## config.mk

```make
export PLATFORM = sky130hd
export DESIGN_NAME = ahb_burst_addr_gen
export DESIGN_NICKNAME = d
export VERILOG_FILES = /design/src/rtl/ahb_burst_addr_gen.sv
export SDC_FILE = /design/constraint.sdc
export NUM_CORES = 1
export LEC_CHECK = 0
export ABC_AREA = 0
export CAP_MARGIN = 20
export CORE_ASPECT_RATIO = 0.9
export CORE_MARGIN = 4
export CORE_UTILIZATION = 62
export CTS_CLUSTER_SIZE = 16
export DETAILED_ROUTE_END_ITERATION = 8
export GPL_TIMING_DRIVEN = 0
export PLACE_DENSITY_LB_ADDON = 0.25
export SLEW_MARGIN = 20
export SYNTH_ARGS = -nofsm -noshare
export SYNTH_HDL_FRONTEND = slang
export SYNTH_SLANG_ARGS = --single-unit
```

## constraint.sdc

```tcl
create_clock -name hclk -period 12.39 [get_ports hclk]
set_input_delay 1.239 -clock hclk [delete_from_list [all_inputs] [get_ports hclk]]
set_output_delay 1.239 -clock hclk [all_outputs]
set_load 0.03 [all_outputs]
```

## src/rtl/ahb_burst_addr_gen.sv

```systemverilog
// AHB-Lite master address-phase engine: expands one burst command into per-beat
// HADDR/HTRANS/HBURST/HSIZE/HWRITE with BUSY insertion, 1KB splitting and ERROR abort.
module ahb_burst_addr_gen #(
  parameter int unsigned ADDR_WIDTH = 32,
  parameter int unsigned DATA_WIDTH = 32,
  parameter int unsigned LENGTH     = 4
) (
  input  logic                  hclk,
  input  logic                  hreset,
  input  logic                  cmd_valid,
  output logic                  cmd_ready,
  input  logic [ADDR_WIDTH-1:0] cmd_addr,
  input  logic [2:0]            cmd_burst,
  input  logic [2:0]            cmd_size,
  input  logic                  cmd_write,
  input  logic [LENGTH-1:0]     cmd_len,
  input  logic [2**LENGTH-1:0]  cmd_busy_mask,
  input  logic                  hready,
  input  logic                  hresp,
  output logic [ADDR_WIDTH-1:0] haddr,
  output logic [1:0]            htrans,
  output logic [2:0]            hburst,
  output logic [2:0]            hsize,
  output logic                  hwrite,
  output logic                  burst_done,
  output logic                  burst_err,
  output logic                  cmd_err
);

  localparam int unsigned MaxBeats = 2 ** LENGTH;
  localparam logic [2:0]  MaxSize  = 3'($clog2(DATA_WIDTH / 8));

  localparam logic [1:0] TrIdle   = 2'b00;
  localparam logic [1:0] TrBusy   = 2'b01;
  localparam logic [1:0] TrNonseq = 2'b10;
  localparam logic [1:0] TrSeq    = 2'b11;

  localparam logic [2:0] BurstSingle = 3'b000;
  localparam logic [2:0] BurstIncr   = 3'b001;

  typedef enum logic [2:0] {StIdle, StAddr, StBusy, StDrain, StErr} state_e;

  state_e                state_q;
  logic [ADDR_WIDTH-1:0] haddr_q;
  logic [ADDR_WIDTH-1:0] wrap_mask_q;
  logic [1:0]            htrans_q;
  logic [2:0]            hburst_q;
  logic [2:0]            hsize_q;
  logic                  hwrite_q;
  logic                  burst_done_q;
  logic                  burst_err_q;
  logic                  cmd_err_q;
  logic [LENGTH-1:0]     beat_q;
  logic [LENGTH-1:0]     last_q;
  logic [MaxBeats-1:0]   busy_q;
  logic                  cross_q;
  logic                  dp_valid_q;
  logic                  dp_last_q;

  // Command decode
  logic [LENGTH-1:0]     cmd_last;
  logic [ADDR_WIDTH-1:0] cmd_step;
  logic [ADDR_WIDTH-1:0] cmd_total;
  logic [ADDR_WIDTH-1:0] cmd_aligned;
  logic [ADDR_WIDTH-1:0] cmd_wmask;
  logic [ADDR_WIDTH-1:0] cmd_lo;
  logic [ADDR_WIDTH-1:0] cmd_hi;
  logic                  cmd_is_wrap;
  logic                  cmd_cross;
  logic                  cmd_size_bad;

  always_comb begin
    cmd_last = '0;
    case (cmd_burst)
      BurstSingle:    cmd_last = '0;
      BurstIncr:      cmd_last = cmd_len;
      3'b010, 3'b011: cmd_last = LENGTH'(3);
      3'b100, 3'b101: cmd_last = LENGTH'(7);
      default:        cmd_last = LENGTH'(15);
    endcase
    cmd_step     = ADDR_WIDTH'(1) << cmd_size;
    cmd_total    = (ADDR_WIDTH'(cmd_last) + ADDR_WIDTH'(1)) << cmd_size;
    cmd_aligned  = cmd_addr & ~(cmd_step - ADDR_WIDTH'(1));
    cmd_is_wrap  = ~cmd_burst[0] & (cmd_burst != BurstSingle);
    // INCR-type bursts use an all-ones mask so the wrap formula reduces to addr + step.
    cmd_wmask    = cmd_is_wrap ? cmd_total - ADDR_WIDTH'(1) : '1;
    cmd_lo       = cmd_is_wrap ? (cmd_aligned & ~cmd_wmask) : cmd_aligned;
    cmd_hi       = cmd_lo + cmd_total - ADDR_WIDTH'(1);
    cmd_cross    = (cmd_burst != BurstIncr) && (((cmd_lo ^ cmd_hi) >> 10) != '0);
    cmd_size_bad = cmd_size > MaxSize;
  end

  // Next-beat address
  logic [ADDR_WIDTH-1:0] step;
  logic [ADDR_WIDTH-1:0] incr_addr;
  logic [ADDR_WIDTH-1:0] next_addr;
  logic                  next_cross;
  logic                  err_first;
  logic                  err_second;

  always_comb begin
    step       = ADDR_WIDTH'(1) << hsize_q;
    incr_addr  = haddr_q + step;
    next_addr  = (haddr_q & ~wrap_mask_q) | (incr_addr & wrap_mask_q);
    next_cross = (hburst_q == BurstIncr) && (((next_addr ^ haddr_q) >> 10) != '0);
    err_first  = dp_valid_q & hresp & ~hready;
    err_second = dp_valid_q & hresp & hready;
  end

  always_ff @(posedge hclk) begin
    if (hreset) begin
      state_q      <= StIdle;
      haddr_q      <= '0;
      wrap_mask_q  <= '0;
      htrans_q     <= TrIdle;
      hburst_q     <= BurstSingle;
      hsize_q      <= '0;
      hwrite_q     <= 1'b0;
      burst_done_q <= 1'b0;
      burst_err_q  <= 1'b0;
      cmd_err_q    <= 1'b0;
      beat_q       <= '0;
      last_q       <= '0;
      busy_q       <= '0;
      cross_q      <= 1'b0;
      dp_valid_q   <= 1'b0;
      dp_last_q    <= 1'b0;
    end else begin
      burst_done_q <= 1'b0;
      burst_err_q  <= 1'b0;
      cmd_err_q    <= 1'b0;

      // A NONSEQ/SEQ address accepted with hready opens a tracked data phase.
      if (hready) begin
        dp_valid_q <= htrans_q[1];
        dp_last_q  <= (beat_q == last_q);
      end

      if (state_q == StIdle) begin
        if (cmd_valid) begin
          if (cmd_size_bad || cmd_cross) begin
            cmd_err_q <= 1'b1;
          end else begin
            haddr_q     <= cmd_aligned;
            wrap_mask_q <= cmd_wmask;
            htrans_q    <= TrNonseq;
            hburst_q    <= cmd_burst;
            hsize_q     <= cmd_size;
            hwrite_q    <= cmd_write;
            beat_q      <= '0;
            last_q      <= cmd_last;
            busy_q      <= cmd_busy_mask;
            cross_q     <= 1'b0;
            state_q     <= StAddr;
          end
        end
      end else if (err_second || (state_q == StErr && hready)) begin
        htrans_q    <= TrIdle;
        burst_err_q <= 1'b1;
        dp_valid_q  <= 1'b0;
        state_q     <= StIdle;
      end else if (err_first) begin
        htrans_q <= TrIdle;
        state_q  <= StErr;
      end else if (hready) begin
        case (state_q)
          StAddr: begin
            if (beat_q == last_q) begin
              htrans_q <= TrIdle;
              state_q  <= StDrain;
            end else begin
              haddr_q <= next_addr;
              beat_q  <= beat_q + LENGTH'(1);
              busy_q  <= busy_q >> 1;
              if (busy_q[1]) begin
                htrans_q <= TrBusy;
                cross_q  <= next_cross;
                state_q  <= StBusy;
              end else begin
                htrans_q <= next_cross ? TrNonseq : TrSeq;
              end
            end
          end
          StBusy: begin
            htrans_q <= cross_q ? TrNonseq : TrSeq;
            state_q  <= StAddr;
          end
          StDrain: begin
            burst_done_q <= dp_valid_q & dp_last_q;
            state_q      <= StIdle;
          end
          default: ;
        endcase
      end
    end
  end

  assign cmd_ready  = (state_q == StIdle);
  assign haddr      = haddr_q;
  assign htrans     = htrans_q;
  assign hburst     = hburst_q;
  assign hsize      = hsize_q;
  assign hwrite     = hwrite_q;
  assign burst_done = burst_done_q;
  assign burst_err  = burst_err_q;
  assign cmd_err    = cmd_err_q;

endmodule

```

==> run metrics, run 1 <==
gr busiest metal=met2; GRT met3 Usage=around 7.6%; Post-DP HPWL=24200 um; total iterations of the first detailed-routing run=6; max cap viols=0; CP most frequent cell=ha_1; Synth Instances=about 1200; post-CTS setup buffer count=0; pin count of the biggest net entering global routing=15; top-count cell post-synth=nand2_1; PnR worst setup slack=1.65 ns; Peak Freq=just over 0.09 GHz; minimum clock period=10.74 ns; Initial Utilization=63.4%; # diodes=0; Max FO, Critical Path=10; Post-CTS Hold Buffers=0; H-tree depth=3; routability cong.=0.991; WP data required=12.63 ns; CP max-delay cell=nor4_1; GRT Util Overall=36.9%; unrepaired setup endpoints after global routing=no; first-pass GRT wire length=48400 um; reg2reg setup slack=7.51 ns; CTS tree=done; vias in the first global route=9381; DRC=0; asr flop ratio synth=0%; synth warn=0; maximum vdd drop=~0.074 mV; Nets=1478; Setup Slack @ Placement=1.60 ns; setup_tns=0 ns; Leak=between 4 and 5 nW; met1 GRT Util=51.3%; WL final=roughly 31000 um; layout cells sized above 1=4.62%; register bit total from synthesis=96; Cell Pwr Density=102 nW/um^2; Synth top area share=roughly 22%; clock skew=0.00552 ns; predominant post-synthesis flop cell=dfxtp_1; count of final max-slew check failures=0; Port-buffer cells=~110; Hold Path Class=reg2reg; critical setup path kind=in2reg; routed len/inst=between 20 and 25 um; TritonCTS Sinks=96; CP endpoint kind=flip-flop; maximum clock path buffer count=2; Synthesized Nets=1362; Tcrit/Tclk final=~87%; syn avg cell area=7.18 sq um; Core Rows=41; final hold vios=0; Post-synth EDFFs=0; post-synth cell types=94; Least-Margin Pin Slew=1.01 ns; initial antenna violation count=0; Placeable Area=14100 sq um; signal arrival time at the worst endpoint=10.98 ns; DRT iter0 DRCs=between 1000 and 1500; clock latency on the worst-skew pair=0.34 ns; Hold WS=around 0.46 ns; Avg Vias per Cell=~6.7; Setup Viol. Count Final=0; routed vias=10380; mapped cell area=8920 sq um; largest stage delay on the critical path=0.61 ns; cell taking the most area after synthesis=dfxtp_1; Max-Slew Margin vs Limit=32.3%; gr ovfl total=0; post-synthesis sequential area ratio=21.6%; status=finished clean; area of the die=approximately 16000 sq um; Post-CTS Resized=0; Area Overhead vs Synth=17.8%; CTS Buf Count=9; Startpoint Class=primary input; Synth area leaders=dfxtp_1 (22%), ha_1 (7.7%), nand2_1 (6.0%); DIE HEIGHT=roughly 120 um; Commonest cells post-synth=nand2_1 (143), nor2_1 (113), a21oi_1 (106); Root Driver=clkbuf_16; ANT nets after route=0; IO Count=between 100 and 150; Die W=134 um; met2 Resource Use GR=a little under three fifths; Worst-path clk slew=0.06 ns
## layout make-up
type / instances / area (sq um)
multi-input cells: 985 / 6380
fillers: 1181 / 3550
flip-flops and latches: 96 / 1920
repair buffers: 105 / 1050
inverters: 86 / 323
plain buffers: 75 / 302
clock buffers: 14 / 274
well taps: 193 / 241
clock inverters: 2 / 12.5
## cells by family after synthesis
| group | count (synthesis) | synth area share [%] |
|---|---|---|
| and+or+nand+nor | 480 | 26.9 |
| DFF | 96 | 21.6 |
| adders and majority gates | 56 | 7.94 |
| muxes | 11 | 1.26 |
| AOI/OAI and AO/OA | 401 | 31.4 |
| xor gates and xnor gates | 37 | 3.94 |
| buffers and inverters | 161 | 7.00 |
## worst max-delay path: cells and delay by family
family,cells,cell delay (ns)
muxes,1,0.31
adders and majority gates,5,1.36
AOI/OAI and AO/OA,10,2.41
buffers and inverters,9,2.03
and+or+nand+nor,13,3.64
## final timing paths
kind | from | to | cells after the start
setup / recovery | cmd_burst[2] | last_q[2] | 38
hold reg to reg | busy_q[5] | busy_q[5] | 2
setup reg to reg | hsize[0] | htrans[0] | 18
hold / removal | busy_q[5] | busy_q[5] | 2
## per-stage QoR
step | utilization (%) | area (sq um) | power [mW] | cells
finish | 74.7 | 10500 | 1.08 | 1556
floorplan | - | 8920 | 0.664 | 1242
CTS | 74.7 | 10500 | 1.06 | 1556
detailed placement | 72.6 | 10200 | 0.794 | 1540
global route | 74.7 | 10500 | 1.12 | 1556
global placement | 72.6 | 10200 | 0.788 | 1540
## placed cells by master (no fill, tap or decap), types with 11 or more instances in the layout
| cell type | synthesis | layout |
|---|---|---|
| inv_1 | 84 | 84 |
| o32ai_1 | 15 | 15 |
| a21o_1 | 35 | 35 |
| and2_1 | 18 | 18 |
| o211ai_1 | 17 | 17 |
| nor2_1 | 113 | 113 |
| nand2_1 | 143 | 143 |
| buf_2 | 12 | 12 |
| ha_1 | 55 | 55 |
| clkdlybuf4s50_1 | 0 | 105 |
| nor2b_1 | 12 | 12 |
| a21oi_1 | 106 | 106 |
| clkbuf_1 | 60 | 62 |
| xor2_1 | 11 | 11 |
| a31oi_1 | 18 | 18 |
| o21ai_0 | 53 | 53 |
| a211oi_1 | 18 | 18 |
| nand3_1 | 41 | 41 |
| dfxtp_1 | 96 | 96 |
| nor3_1 | 45 | 45 |
| and3_1 | 15 | 15 |
| xnor2_1 | 24 | 24 |
| nand4_1 | 20 | 20 |
| o21a_1 | 21 | 21 |
## report_power, final
part	switching, mW	internal, mW	total (mW)
logic	0.300	0.184	0.484
clock network	0.117	0.153	0.269
registers	0.00687	0.315	0.322
total	0.424	0.652	1.08
## metal layers
metal	routed length, um	vias to the layer above	share of wire (%)
met5	0	-	0
met1	13000	4732	41
li1	-	4800	-
met2	13500	741	43
met3	3690	107	12
met4	1190	0	3.8
Note: power is estimated with default switching activity, not from simulation.
==> run 2: changes to the inputs <==
--- a/config.mk
+++ b/config.mk
@@ -13,6 +13,7 @@
 export CTS_CLUSTER_SIZE = 16
 export DETAILED_ROUTE_END_ITERATION = 8
 export GPL_TIMING_DRIVEN = 0
+export MAX_ROUTING_LAYER = met4
 export PLACE_DENSITY_LB_ADDON = 0.25
 export SLEW_MARGIN = 20
 export SYNTH_ARGS = -nofsm -noshare
==> run 2 against run 1 <==
Largest power group unchanged. Clock power up 7.8%. Die area unchanged. Combinational power about the same.
==> run metrics, run 2 (synthesis gave the netlist of run 1 again) <==
status=finished clean; Final Util=74.9% (+0.15 points); internal power=0.662 mW (+1.6%); buffers plus inverters on the worst setup path=9 (unchanged); gr ovfl total=0 (unchanged); DIE HEIGHT=122 um (unchanged); TritonCTS Sinks=96 (unchanged); final hold vios=0 (unchanged); routed vias=10452 (+0.69%); Peak Freq=0.0927 GHz (-0.45%); power share of the clock group=26.5% (+1.4 points); routability cong.=1.03 (+3.9%); largest stage delay on the critical path=0.61 ns (about the same); Port-buffer cells=105 (unchanged); Post-DP HPWL=24500 um (+1.4%); dpl cell area=10200 sq um (unchanged); DRC=0 (unchanged); Leak=4.14 nW (+0.24%); # diodes=0 (unchanged); most common cell after layout, fill and taps aside=nand2_1; maximum vdd drop=0.0917 mV (+23%); Placeable Area=14100 sq um (unchanged); Switching Share=39.6% (+0.20 points); Initial Utilization=63.4% (unchanged); Post-CTS Hold Buffers=0 (unchanged); CTS Buf Count=9 (unchanged); post-CTS setup buffer count=0 (unchanged); Least-Margin Pin Slew=0.999 ns (-0.00880 ns); count of final max-slew check failures=0 (unchanged); Post-Layout Inst Area=10500 sq um (+0.20%); Max FO, Critical Path=10 (unchanged); DRT iter0 DRCs=1289 (-8.5%); Tot Pwr=1.10 mW (+1.9%); clock latency on the worst-skew pair=0.35 ns (about the same); total iterations of the first detailed-routing run=6 (unchanged); clock skew=0.00646 ns (+0.000938 ns); Worst-path clk slew=0.07 ns (about the same); Hold Path Class=reg2reg; GRT Util Overall=38.0% (+1.1 points); maximum clock path buffer count=2 (unchanged); ANT nets after route=0 (unchanged); area of the die=16400 sq um (unchanged); layout cells sized above 1=4.77% (+0.15 points); Avg Vias per Cell=6.72 (+0.69%); CP max-delay cell=clkdlybuf4s50_1; setup_tns=0 ns (unchanged); CTS tree=done; Root Driver=clkbuf_16; Startpoint Class=primary input; Cell Pwr Density=104 nW/um^2 (+1.7%); unrepaired setup endpoints after global routing=no; critical setup path kind=in2reg; first-pass GRT wire length=48500 um (+0.17%); Area Overhead vs Synth=18.0%; Core Rows=41 (unchanged); Combinational Power Share=44.1% (-0.9 points); max cap viols=0 (unchanged); initial antenna violation count=0 (unchanged); Post-CTS Resized=0 (unchanged); WP data required=12.65 ns (+0.02 ns); Setup Viol. Count Final=0 (unchanged); routed len/inst=20.2 um (+0.51%); Nets=1478 (unchanged); NetSw=0.434 mW (+2.4%); Flop pwr share=29.4% (-0.6 points); vias in the first global route=9488 (+1.1%); Tcrit/Tclk final=87.1% (+0.39 points); signal arrival time at the worst endpoint=11.05 ns (+0.07 ns); H-tree depth=3 (unchanged); Die W=134 um (unchanged); CP most frequent cell=ha_1; WL final=31500 um (+0.51%); pin count of the biggest net entering global routing=17 (+2); minimum clock period=10.79 ns (+0.0483 ns); most frequent cells in the layout=nand2_1 (143), nor2_1 (113), a21oi_1 (106), clkdlybuf4s50_1 (105), dfxtp_1 (96); IO Count=109 (unchanged); CP endpoint kind=flip-flop; Max-Slew Margin vs Limit=32.9% (+0.59 points); CP delay by family, top=simple AND/OR/NAND/NOR gates
## run 2: cell type report
class	instances	area [sq um]
tap	193	241
buffer	75	302
sequential	96	1920
clock buffer	10	239
multi-input combinational	985	6380
fill	1171	3530
clock inverter	6	68.8
timing repair buffer	105	1050
inverter	86	323
## run 2: power by group through the flow
stage	registers (mW)	logic [mW]	clock network, mW
after floorplan	0.334	0.331	0
after global placement	0.329	0.459	0
after detailed placement	0.329	0.465	0
after CTS	0.322	0.468	0.287
after global routing	0.323	0.521	0.298
final	0.322	0.484	0.290
## run 2: final timing paths
check	from	endpoint	slack (ns)	cells after the start
setup / recovery	cmd_burst[2]	last_q[1]	1.60	38
hold / removal	busy_q[9]	busy_q[9]	0.46	2
setup reg to reg	hsize[0]	htrans[0]	7.58	18
hold reg to reg	busy_q[9]	busy_q[9]	0.46	2
## run 2: worst reg2reg max path, delay by kind of cell, from the launching register on
family	cells	cell delay (ns)
compound gates	9	2.32
simple gates	5	1.14
fa+ha+maj	2	0.61
flops	1	0.32
buf+inv	2	0.25
## run 2: per-stage QoR
stage | setup WS (ns) | cells | hold slack, ns
after floorplan | 3.65 | 1242 | 0.432
after global placement | 1.75 | 1540 | 0.440
after detailed placement | 1.54 | 1540 | 0.446
after CTS | 1.86 | 1556 | 0.455
after global routing | 1.12 | 1556 | 0.471
final | 1.60 | 1556 | 0.456
## run 2: metal layers
metal	wire length (um)	share of wire (%)	GRT usage (%)
met5	0	0	-
met4	1250	4.0	14.0
met3	3580	11	6.28
met2	13500	43	57.5
met1	13100	42	51.5
